### config.mk
export PLATFORM = sky130hd
export DESIGN_NAME = uart_tx_arbiter
export DESIGN_NICKNAME = d
export VERILOG_FILES = /design/src/rtl/uart_tx_arbiter.sv
export SDC_FILE = /design/constraint.sdc
export NUM_CORES = 1
export LEC_CHECK = 0
export ABC_AREA = 1
export CAP_MARGIN = 10
export CORE_MARGIN = 3
export CORE_UTILIZATION = 45
export CTS_CLUSTER_SIZE = 14
export DETAILED_ROUTE_END_ITERATION = 8
export PLACE_DENSITY = 0.89
export SYNTH_ARGS = -nofsm -noshare
export SYNTH_HDL_FRONTEND = slang
export SYNTH_SLANG_ARGS = --single-unit
### constraint.sdc
create_clock -name sysclk -period 2.35 [get_ports sysclk]
set_clock_uncertainty 0.15 [all_clocks]
set_input_delay 0.47 -clock sysclk [delete_from_list [all_inputs] [get_ports sysclk]]
set_output_delay 0.47 -clock sysclk [all_outputs]
set_load 0.05 [all_outputs]
### src/rtl/uart_tx_arbiter.sv
// uart_tx_arbiter: round-robin sharing of one UART transmitter among N producers.
// Define UART_ARB_TIMEOUT_EN to compile in the START timeout and timeout_err.
module uart_tx_arbiter #(
  parameter int N       = 4,
  parameter int TIMEOUT = 65535
) (
  input  logic           sysclk,
  input  logic           reset,
  input  logic [N-1:0]   req,
  input  logic [8*N-1:0] req_data,
  output logic [N-1:0]   ack,
  output logic [7:0]     tx_data,
  output logic           tx_start,
  input  logic           tx_status,
  output logic           busy,
  output logic [2:0]     grant_idx,
  output logic [15:0]    frame_count,
  output logic           timeout_err
);

  typedef enum logic [1:0] {
    IDLE  = 2'd0,
    START = 2'd1,
    FRAME = 2'd2
  } state_e;

  state_e       state_q, state_d;
  logic         sync1_q, sync2_q;
  logic         st_s;
  logic [2:0]   ptr_q, ptr_d;
  logic [N-1:0] ack_q, ack_d;
  logic [7:0]   data_q, data_d;
  logic [2:0]   gidx_q, gidx_d;
  logic [15:0]  frame_count_q, frame_count_d;
  logic         win_vld;
  logic [2:0]   win_idx;
  logic [7:0]   win_byte;
  logic         grant;
  logic         to_hit;

  // Ready resets high so a grant right after reset is not blocked.
  always_ff @(posedge sysclk or posedge reset) begin
    if (reset) begin
      sync1_q <= 1'b1;
      sync2_q <= 1'b1;
    end else begin
      sync1_q <= tx_status;
      sync2_q <= sync1_q;
    end
  end

  assign st_s = sync2_q;

  // Indices above ptr win first, then wrap around to 0..ptr.
  always_comb begin
    win_vld = 1'b0;
    win_idx = '0;
    for (int i = 0; i < N; i++) begin
      if (!win_vld && req[i] && 3'(i) > ptr_q) begin
        win_vld = 1'b1;
        win_idx = 3'(i);
      end
    end
    for (int i = 0; i < N; i++) begin
      if (!win_vld && req[i] && 3'(i) <= ptr_q) begin
        win_vld = 1'b1;
        win_idx = 3'(i);
      end
    end
  end

  always_comb begin
    win_byte = '0;
    for (int i = 0; i < N; i++) begin
      if (win_idx == 3'(i)) win_byte = req_data[8*i +: 8];
    end
  end

  assign grant = (state_q == IDLE) && st_s && win_vld;

`ifdef UART_ARB_TIMEOUT_EN
  logic [15:0] cnt_q, cnt_d;
  logic        terr_q, terr_d;

  assign to_hit = (cnt_q == 16'(TIMEOUT - 1));

  always_comb begin
    cnt_d  = (state_q == START) ? cnt_q + 16'd1 : 16'd0;
    terr_d = terr_q | ((state_q == START) && st_s && to_hit);
  end

  always_ff @(posedge sysclk or posedge reset) begin
    if (reset) begin
      cnt_q  <= '0;
      terr_q <= 1'b0;
    end else begin
      cnt_q  <= cnt_d;
      terr_q <= terr_d;
    end
  end

  assign timeout_err = terr_q;
`else
  assign to_hit      = 1'b0;
  assign timeout_err = 1'b0;
`endif

  always_ff @(posedge sysclk or posedge reset) begin
    if (reset) begin
      state_q       <= IDLE;
      ptr_q         <= 3'(N - 1);
      ack_q         <= '0;
      data_q        <= '0;
      gidx_q        <= '0;
      frame_count_q <= '0;
    end else begin
      state_q       <= state_d;
      ptr_q         <= ptr_d;
      ack_q         <= ack_d;
      data_q        <= data_d;
      gidx_q        <= gidx_d;
      frame_count_q <= frame_count_d;
    end
  end

  always_comb begin
    state_d = state_q;
    unique case (state_q)
      IDLE: begin
        if (grant) state_d = START;
      end
      START: begin
        if (!st_s)       state_d = FRAME;
        else if (to_hit) state_d = IDLE;
      end
      FRAME: begin
        if (st_s) state_d = IDLE;
      end
      default: state_d = IDLE;
    endcase
  end

  always_comb begin
    ack_d         = '0;
    data_d        = data_q;
    gidx_d        = gidx_q;
    ptr_d         = ptr_q;
    frame_count_d = frame_count_q;
    if (grant) begin
      for (int i = 0; i < N; i++) begin
        ack_d[i] = (win_idx == 3'(i));
      end
      data_d = win_byte;
      gidx_d = win_idx;
      ptr_d  = win_idx;
    end
    if (state_q == FRAME && st_s) begin
      frame_count_d = frame_count_q + 16'd1;
    end
  end

  assign ack         = ack_q;
  assign tx_data     = data_q;
  assign grant_idx   = gidx_q;
  assign frame_count = frame_count_q;
  assign tx_start    = (state_q == START);
  assign busy        = (state_q != IDLE);

endmodule

* Yosys cells after proc, flatten, opt, wreduce, memory -nomap -nowiden
Index checks and enable logic that the tools add are counted.
** Storage, ports and cells
- Input port bits :: 39
- Bits in registers :: 38
- Output and inout bits :: 34
- Logic and storage cells :: 78
** Cells by class
- Add/sub/neg operators :: 1
- Equal/unequal tests :: 8
- Order comparisons :: 8
- Multiplexer cells :: 24
- Reduce and logical (&&, ||, !) cells :: 29
** Operators with widths (count)
- 8-bit 2-to-1 mux :: 4
- 1-bit logical AND :: 18
- 3-bit 2-to-1 mux :: 6
- 16-bit by 1-bit adder with 16-bit output, second input constant :: 1
- 1-bit 2-to-1 mux :: 9
- 1-bit zero test :: 7
- 3-bit by 2-bit == test with 1-bit output, second input constant :: 2
- 1-bit by 3-bit greater-than comparator with 1-bit output, first input constant :: 2
- 2-bit by 3-bit greater-than comparator with 1-bit output, first input constant :: 2
- 1-bit by 3-bit <= comparator with 1-bit output, first input constant :: 2
- 2-bit by 3-bit <= comparator with 1-bit output, first input constant :: 2
- 2-bit 2-to-1 mux :: 3
- 2-bit inequality test, second input constant :: 3
- 2-bit one-hot mux with 3 select lines :: 1
- 4-bit 2-to-1 mux :: 1
- 3-bit by 1-bit == test with 1-bit output, second input constant :: 1
- 3-bit zero test :: 1
- 3-bit AND reduction :: 1
- 2-bit by 1-bit == test with 1-bit output, second input constant :: 1
- 2-bit == test, second input constant :: 1
- 2-bit zero test :: 1
- 2-bit nonzero test :: 1

* Longest topological paths before layout
- Word-level depth :: 36
- Gate-level depth with buffers :: 13
- Gate-level depth less buffers :: 13

* Least setup slack after synthesis
No wires, ideal clock.
- Path kind :: register -> register
- Start point :: register frame_count_q[0] (netlist: frame_count[0])
- End point :: register frame_count_q[14] (netlist: frame_count[14])
- Setup time :: 0.082 ns
- Stages on the path, launching flop included :: 9
- Arrival time :: 1.731 ns
- Path slack :: 0.387 ns
- Path through :: dfrtp_1 > ha_1 > nand3_1 > nor2_1 > inv_1 > nor2_1 > nand2_1 > nor3_2 > xor2_1
** On the way
- Cells in the longest elaborated chain, start to end :: 1
** RTL lines
- start: declaration :: line 34 : logic [15:0] frame_count_q, frame_count_d;
- start signal: assignment :: line 122 : frame_count_q <= frame_count_d;
- 16-bit by 1-bit adder with 16-bit output :: line 158 : frame_count_d = frame_count_q + 16'd1;
No other way between the ends.
A chain may end at the register's enable or synchronous reset.

* Worst setup path in the final report
- Start point :: register frame_count_q[5] (netlist: frame_count[5])
- End point :: output port frame_count[5]
** RTL lines
- end: declaration :: line 17 : output logic [15:0] frame_count,
No word-level cell between the ends.

==> impl_metrics.tcl <==
set metrics [dict create \
    area_growth_pct 41.9 \
    vias 1840 \
    wl_per_cell_um 12.7 \
    antenna_found_initial 0 \
    hp-class "reg2reg" \
    required_ns 1.73 \
    p_sw_share_pct 47.8 \
    design_area_um2 2970 \
    die_h_um 74.2 \
    switchingPower_mw 1.63 \
    ant_nets 0 \
    path_buf_inv 1 \
    outcome "complete, no violations" \
    core_um2 4410 \
    first_iter_violations 136 \
    avgSynthCellArea_um2 8.72 \
    cts_hold_buffers 0 \
    finalSetupTns_ns 0 \
    finalCoreUtilization_pct 67.2 \
    max_freq_mhz 452 \
    yosysSeqAreaShare_pct 43.3 \
    cts_root_buf "clkbuf_8" \
    placed_area_um2 2860 \
    vdd_drop_max_mv 0.475 \
    finalCritPeriodShare_pct 94.1 \
    overflow 0 \
    comb_power_share_pct 57.2 \
    io_pins 73 \
    netlist_area_um2 2090 \
    critPathKind "reg2out" \
    rsz0062_at_grt "false" \
    final_cell_mix "clkdlybuf4s50_1 (68), nand2_1 (40), inv_1 (36)" \
    numPortBuffers 70 \
    post_cts_buffers 0 \
    grt_start_max_net_pins 37 \
    critPathSlowestCell "clkdlybuf4s50_1" \
    cts_tree "yes" \
    crit_fanout 6 \
    p_leak_nw 1.40 \
    ys_warn_count 0 \
    viasPerCell 4.97 \
    worst_slew_margin_rel_pct 62.8 \
    cp.depth 1 \
    cts_inserted_buffers 5 \
    finalSetupViolCount 0 \
    routed_wl_mm 4.69 \
    clk_latency_ns 0.28 \
    layout.cells.most_common "clkdlybuf4s50_1" \
    path_delay_family "buffers and inverters" \
    arrival_ns 1.59 \
    grt_use_total_pct 18.5 \
    die_w_um 74.2 \
    diodes 0 \
    period_minus_slack_ns 2.21 \
    nets 357 \
    dp_hpwl_mm 3.73 \
    critPathMaxStageDelay_ns 0.85 \
    synthDistinctLibCells 36 \
    p_clk_share_pct 15.8 \
    maxCapViolations 0 \
    cts.sink_count 36 \
    crit_path_cell_trace "clkdlybuf4s50_1" \
    power.share.sequential_pct 27.0 \
    post_route_cells_drive_above_1_share_pct 18.2 \
    dr.pass1.iters 4 \
    start_util_pct 47.4 \
    fin_total_pwr_mw 3.42 \
    end_kind "output port" \
    place_congestion 0.865 \
    clk_pin_slew_worst_paths_ns 0.08 \
    htree_levels 2 \
    grt_pass1_vias 1811 \
    drc 0 \
    startpoint_type "register" \
    rows 24 \
    hold_path_depth 0 \
    synth-seq-cells 36 \
    final_hold_viol_count 0 \
    die_area_um2 5500 \
    power_density_nw_per_um2 1150 \
    syn-instance-count 240 \
    post_cts_resized 0 \
    grt_pass1_wl_mm 7.94 \
    worstMarginPinSlew_ns 0.554 \
    r2r.worst_path.cells 8 \
    p_int_mw 1.78 \
    cts_buffer_depth 2 \
    final_max_slew_viol_count 0 \
]
## cell families (layout without fill, tap and decap cells)
logic type | Yosys count | in the layout | synth area share (%)
AOI/OAI and AO/OA | 29 | 29 | 9.63
xor gates and xnor gates | 15 | 15 | 6.28
adders and majority gates | 1 | 1 | 0.598
buffers and inverters | 46 | 123 | 9.81
DFF | 36 | 36 | 43.3
muxes | 1 | 1 | 0.538
other | 1 | 2 | 0.179
and+or+nand+nor | 111 | 111 | 29.7
## state kept, by name, summed over array words and instances (netlist names)
signal	flops
ack	4
tx_data	8
ptr_q	2
grant_idx	2
sync1_q	1
frame_count	16
state_q	2
st_s	1
## stage by stage
stage,hold WS [ns],cells,worst slack [ns]
3_5_place_dp,0.198,362,0.0444
2_1_floorplan,0.195,241,0.387
5_1_grt,0.217,370,0.0960
4_1_cts,0.209,370,0.138
6_report,0.208,370,0.139
3_3_place_gp,0.196,362,0.110
## cell usage after synthesis, drive strengths merged
master | number | area, um^2
nor3 | 10 | 65.1
nand2 | 47 | 231
dfstp | 4 | 105
mux2 | 1 | 11.3
clkinv | 1 | 8.76
inv | 39 | 146
xor2 | 10 | 87.6
clkbuf | 1 | 3.75
buf | 5 | 46.3
and3b | 1 | 8.76
ha | 1 | 12.5
nand3 | 16 | 103
nor2 | 26 | 129
dfrtp | 32 | 801
xnor2 | 5 | 43.8
a21oi | 10 | 76.3
o21ai | 19 | 125
conb | 1 | 3.75
nand4 | 11 | 83.8
## metal layers
layer  wire length, um  share of wire, %  vias up  global-route usage, %
met2              2380                51       64                   31.5
met3               287               6.1        7                   3.24
li1                  -                 -      915                      -
met5                 0                 0        -                      0
met4                69               1.5        0                   7.65
met1              1960                42      854                   23.1
## power by group through the flow
stage | logic (mW) | clock network [mW] | registers (mW)
finish | 1.95 | 0.539 | 0.922
global route | 2.12 | 0.575 | 0.943
CTS | 1.97 | 0.551 | 0.926
detailed placement | 1.97 | 0 | 0.935
global placement | 1.94 | 0 | 0.926
floorplan | 0.980 | 0 | 1.38
## area by class of cell
class                      count  area, um^2
fill                         370        1450
sequential                    36         906
clock buffer                   5        68.8
tap                           52        65.1
clock inverter                 3        42.5
multi-input combinational    159         985
inverter                      40         155
timing repair buffer          75         746
## path summary, 6_finish.rpt
kind | start | end | slack (ns)
min in group asynchronous | reset | tx_data[1] | 0.44
min reg2reg | sync1_q | st_s | 0.21
max in group asynchronous | reset | sync1_q | 1.27
max | frame_count[5] | frame_count[5] | 0.14
max reg2reg | ptr_q[1] | tx_data[1] | 0.39
min | sync1_q | st_s | 0.21
(Power assumes the default switching activity.)
==> variant 1 (config.mk and constraints unchanged) <==
Change the parameter `N` from 4 to 6.
--- a/src/rtl/uart_tx_arbiter.sv
+++ b/src/rtl/uart_tx_arbiter.sv
@@ -2,5 +2,5 @@
 // Define UART_ARB_TIMEOUT_EN to compile in the START timeout and timeout_err.
 module uart_tx_arbiter #(
-  parameter int N       = 4,
+  parameter int N       = 6,
   parameter int TIMEOUT = 65535
 ) (
Ports: changed (resized ack, req and req_data); port bits go from 73 to 93. No check against the original RTL was run, so the function may have changed too.
==> variant 1 against the original RTL <==
  * Count of clock-buffer cells in the layout grew 1
  * Sequential cell count grew 3
  * Sequential share of layout area shrank 4.0 points
  * Synthesized area grew 11%
  * Routed wire length grew 38%
  * Critical path depth grew 14
  * Worst setup slack lost 140 ps
  * Total power grew 27%
  * Final area grew 25%
  * Register-to-register slack lost 390 ps
  * Largest power group unchanged
==> variant 1: results (changes against the original RTL) <==
Finish:
- The final-stage net count is 483 (+35%).
- The ratio of cells with drive above 1 in the final layout is 20.89% (+2.7 points).
- The flip-flop count of the largest register, all copies and words added is 16 (unchanged).
- The final antenna diode count is 0 (unchanged).
- The number of filler cells placed in the layout is 348 (-5.9%).

Pwr:
- The static leakage power came to 1.827 nW (+31%).
- The power density over the cells is 1177 nW/um^2 (+2.3%).
- The maximum resistive drop on vdd was 0.0006752 V (+42%).

Global route:
- The initial antenna violation count is 0 (unchanged).
- The via count of the first global-routing pass is 2370 (+31%).
- The aggregate global-route resource usage was 21.50% (+3.0 points).
- The pin count of the biggest net entering global routing is 40 (+8.1%).
- The first-pass GRT wire length is 10430 um (+31%).

Clock tree:
- The clock latency at the later pin of the worst-skew pair came to 300 ps (+20 ps).
- The number of H-tree branching levels is 2 (unchanged).
- The total clock buffers created by CTS came to 5 (unchanged).
- The clock tree root driver cell is clkbuf_8.
- The number of buffers on the longest clock path came to 2 (unchanged).
- The clock-pin slew of the registers on the worst-case setup and hold paths was 80 ps (about the same).

STA:
- The headroom to the max-slew limit is 64.25% (+1.5 points).
- The worst hold margin is 208.0 ps (+0.4390 ps).

Synth:
- The proportion of synthesized chip area in sequential cells is 42.33% (-0.97 points).
- Sorting the synthesized cells by area gives the leading types as dfrtp_1 (38%), nand2_1 (11%), inv_1 (6.8%), nor2_1 (6.3%), nand4_1 (5.7%).
- The commonest cells after synthesis are nand2_1 (69), inv_1 (42), nor2_1 (39), dfrtp_1 (35), nand4_1 (21).
- The share of synthesized flip-flops with an asynchronous set or reset came to 100.0% (unchanged).
- The unique cell type count in the Yosys netlist is 35 (-2.8%).
- When the netlist entered floorplanning its net count stood at approximately 360.
- The most used flip-flop cell after synthesis is dfrtp_1.
- The number of warnings reported in the yosys synthesis log is 0 (unchanged).

Worst hold path:
- The startpoint identified for the worst hold timing path is sync1_q.
- The worst min-delay path class is reg2reg.
- For hold timing, the worst endpoint is st_s.
- The cell count of the worst hold path came to 0 (unchanged).

Placed design:
- The number of port buffers is 91 (+30%).
- The final weighted congestion in routability-driven placement is 0.9754 (+13%).
- The standard cell area after detailed placement is 3453 um^2 (+21%).
- The placed wire-length estimate is 4978 um (+34%).

Drt:
- The total iterations of the first detailed-routing run was 4 (unchanged).
- The vias per cell is 4.795 (-3.6%).
- The remaining antenna violation count is 0 (unchanged).
- The average wire per cell in the routed design came to 13.14 um (+3.7%).
- The detailed router's first-iteration violation count is 88 (-35%).

Worst setup path:
- The worst flop-to-flop path startpoint is ptr_q[0].
- The worst register-to-register path ends at tx_data[4].
- The cell count of the worst reg-to-reg path is 15 (+7).
- The biggest fanout along the worst timing path is 4 (-2).
- The register-to-register setup slack came to 3 ps (-390 ps).
- The data arrival time of the worst path is 2390 ps (+800 ps).

Run status:
- The run finished with clean final reports.
[variant 1: repair_timing]
action / CTS / global route
setup buffers: 0 / 6
resized for setup: 0 / 22
endpoints found under the setup margin: 0 / 11
hold buffers: 0 / 0
[variant 1: logic make-up (layout without fill, tap and decap cells)]
family | count (synthesis) | count (layout) | share of synthesized area (%)
compound gates | 11 | 11 | 2.970
xor+xnor | 14 | 14 | 5.291
fa+ha+maj | 1 | 1 | 0.5399
buf+inv | 53 | 177 | 9.340
flops | 39 | 39 | 42.33
other cells | 1 | 1 | 0.1618
simple gates | 182 | 183 | 39.36
[variant 1: metal layers]
metal	routed length (um)	vias to the layer above	track usage [%]	share of wire (%)
li1	-	1197	-	-
met1	2835	1069	26.49	44
met2	3192	88	36.47	49
met3	346	10	4.640	5.3
met4	105	0	8.363	1.6
met5	0	-	0	0
[variant 1: worst max path at each step]
stage	slack, ps	from	endpoint	cells past startpoint
2_1_floorplan	100	frame_count[0]	frame_count[14]	10
3_3_place_gp	-240	req[3]	tx_data[1]	13
3_5_place_dp	-270	req[1]	tx_data[2]	13
4_1_cts	6	state_q[1]	busy	2
5_1_grt	-140	ptr_q[2]	tx_data[4]	15
6_report	3	ptr_q[0]	tx_data[4]	15
[variant 1: cell type report]
class	instances	area share [%]
Tap cell	67	2.267
Timing Repair Buffer	120	31.07
Multi-Input combinational cell	210	31.74
Clock inverter	2	0.9475
Clock buffer	6	2.234
Sequential cell	39	26.53
Timing Repair inverter	1	0.2030
Inverter	48	5.008
[variant 1: power by group]
group          leakage [nW]  internal (mW)  switching (mW)  total, mW
Clock                0.0612          0.344           0.245      0.589
Combinational          1.26           1.03            1.73       2.76
Sequential            0.508          0.859           0.138      0.998
Total                  1.83           2.24            2.11       4.35
[variant 1: metrics by stage]
step | cells | setup WS, ps
5_1_grt | 493 | -142.8
3_3_place_gp | 477 | -238.0
6_report | 493 | 2.627
3_5_place_dp | 477 | -271.3
4_1_cts | 485 | 5.594
2_1_floorplan | 301 | 103.0
[variant 1: critical path, stage by stage (launching register included)]
cell and delay, ps:
dfstp_2 580, nand2_2 70, nand3_4 80, buf_4 120, o21ai_0 130, a21oi_2 160
nand2_2 90, nor2_4 150, nand2_2 110, nand4_1 140, buf_4 140, clkinvlp_4 110
nand2_1 80, nand2_1 40, inv_1 50, nand2_1 50
==> variant 2 (same settings) <==
Without the edit above. Re-encode `state_e` (3 states) as one-hot, 3 bits wide.
--- a/src/rtl/uart_tx_arbiter.sv
+++ b/src/rtl/uart_tx_arbiter.sv
@@ -19,8 +19,8 @@
 );
 
-  typedef enum logic [1:0] {
-    IDLE  = 2'd0,
-    START = 2'd1,
-    FRAME = 2'd2
+  typedef enum logic [2:0] {
+    IDLE  = 3'b001,
+    START = 3'b010,
+    FRAME = 3'b100
   } state_e;
 
Formal check against the unedited RTL: no difference found for any inputs over 10 cycles, from zero or initial values and one cycle with reset high; not proved beyond that.
==> variant 2 against the original RTL <==
  * Total power down 7.7%
  * Routed wire length up 10%
  * Synthesized area up 1.5%
  * Worst setup slack worse by 1.4 ps
  * Sequential share of layout area up 0.57 points
  * Sequential cell count up 1
  * Sequential power about the same
  * Final area up 1.0%
  * Die area up 1.4%
  * Highest routed layer unchanged
==> variant 2: results (changes against the original RTL) <==
Drt:
- The sum of routed wire length over all layers came to 5166 um (+10%).
- The vias per cell is 5.005 (+0.65%).

Synth:
- The unique cell type count in the Yosys netlist was 31 (-14%).
- By count the netlist is led by nand2_1 (57), inv_1 (36), dfrtp_1 (32), nand3_1 (17), nor2_1 (17).
- The proportion of synthesized chip area in sequential cells is 43.90% (+0.60 points).
- The post-synthesis share of cell area spent on full adders, half adders and majority gates is 0.5893% (-0.0088 points).
- The fraction of post-synthesis cell area in the top cell type by area is 37.71% (-0.56 points).
- The multiplexer area fraction after synthesis was 0% (-0.54 points).
- The share of the synthesized netlist area taken by xor and xnor gates came to 5.362% (-0.92 points).
- Sorting the synthesized cells by area gives the leading types as dfrtp_1 (38%), nand2_1 (10%), inv_1 (6.4%), dfstp_2 (6.2%), nand3_1 (4.0%).
- The mean cell area of the mapped netlist was 8.135 um^2 (-6.7%).

Placed design:
- The cell total after placement is 386 (+6.6%).
- The final weighted congestion in routability-driven placement is 0.8284 (-4.2%).
- The standard cell area after detailed placement is 2915 um^2 (+2.1%).
- The worst slack after detailed placement is 2.870 ps (-41.52 ps).

Worst setup path:
- In this run the critical register-to-register path is captured at tx_data[7].
- The data arrival time of the worst path is 1590 ps (about the same).
- The cell count of the worst reg-to-reg path is 11 (+3).
- The cell with the largest stage delay on the worst path is clkdlybuf4s50_1.
- The register-to-register setup slack is 370 ps (-20 ps).
- The worst flop-to-flop path startpoint is ptr_q[1].

STA:
- The minimum clock period after layout is 2213 ps (+1.371 ps).
- The headroom to the max-slew limit is 63.90% (+1.1 points).

Clock tree:
- The clock latency at the later pin of the worst-skew pair is 280 ps (about the same).

Global route:
- The via count of the first global-routing pass was 1905 (+5.2%).
- The first-pass GRT wire length is 8880 um (+12%).
- The pin count of the biggest net entering global routing is 38 (+2.7%).

Pwr:
- The static leakage power is 1.405 nW (+0.71%).
- The switching power of the nets came to 1.517 mW (-7.1%).
- The maximum resistive drop on vdd is 0.0007126 V (+50%).

Finish:
- The count of placed standard cells in the final layout, fillers left out came to 394 (+6.5%).
- The register area is 932.1 um^2 (+2.9%).
- The final-stage net count is 381 (+6.7%).
- The number of filler cells placed in the layout is 367 (-0.81%).
- The ratio of cells with drive above 1 in the final layout is 15.20% (-3.0 points).

Run status:
- The run finished with clean final reports.
==> variant 2: cell types whose count changed in the layout (fill, tap and decap cells not counted), sizes merged, moves of 2 or more <==
cell,change
o21ai,+2
xor2,-3
nand4,+2
nand2,+18
nor2,-4
buf,+3
==> variant 2: cell type report <==
cell class | instances | share of cell area (%)
inverters | 39 | 4.883
clock inverters | 2 | 0.3339
well taps | 52 | 2.170
clock buffers | 6 | 2.421
flip-flops and latches | 37 | 31.09
repair buffers | 78 | 25.63
multi-input cells | 180 | 33.47
==> variant 2: metal layers <==
metal	wire length [um]	vias up	GRT usage (%)	part of all wire, %
met5	0	-	0	0
met4	48	0	5.731	0.93
met3	260	6	3.605	5.0
met2	2698	65	35.71	52
met1	2159	901	26.28	42
li1	-	1000	-	-
==> variant 2: cell families (layout without fill, tap and decap cells) <==
group                    after synthesis  in the layout
AO/OA/AOI/OAI                         34             34
XOR/XNOR                              13             13
adder cells (fa/ha/maj)                1              1
buffers and inverters                 45            125
flip-flops                            37             37
other                                  1              2
AND/OR/NAND/NOR                      130            130
==> variant 2: power groups by stage <==
stage               Sequential [mW]  Clock [mW]  Combinational [mW]
finish                        0.921       0.425                1.81
global route                  0.945       0.463                1.97
CTS                           0.923       0.429                1.82
detailed placement            0.933           0                1.81
global placement              0.930           0                1.76
floorplan                      1.32           0               0.893
==> variant 2: how the worst max path moves through the flow <==
stage / startpoint / endpoint / cells past startpoint
6_report: frame_count[4] / frame_count[4] / 1
5_1_grt: state_q[0] / busy / 4
4_1_cts: frame_count[0] / frame_count[0] / 1
3_5_place_dp: req[2] / tx_data[7] / 11
3_3_place_gp: req[2] / tx_data[7] / 11
2_1_floorplan: frame_count[0] / frame_count[12] / 7
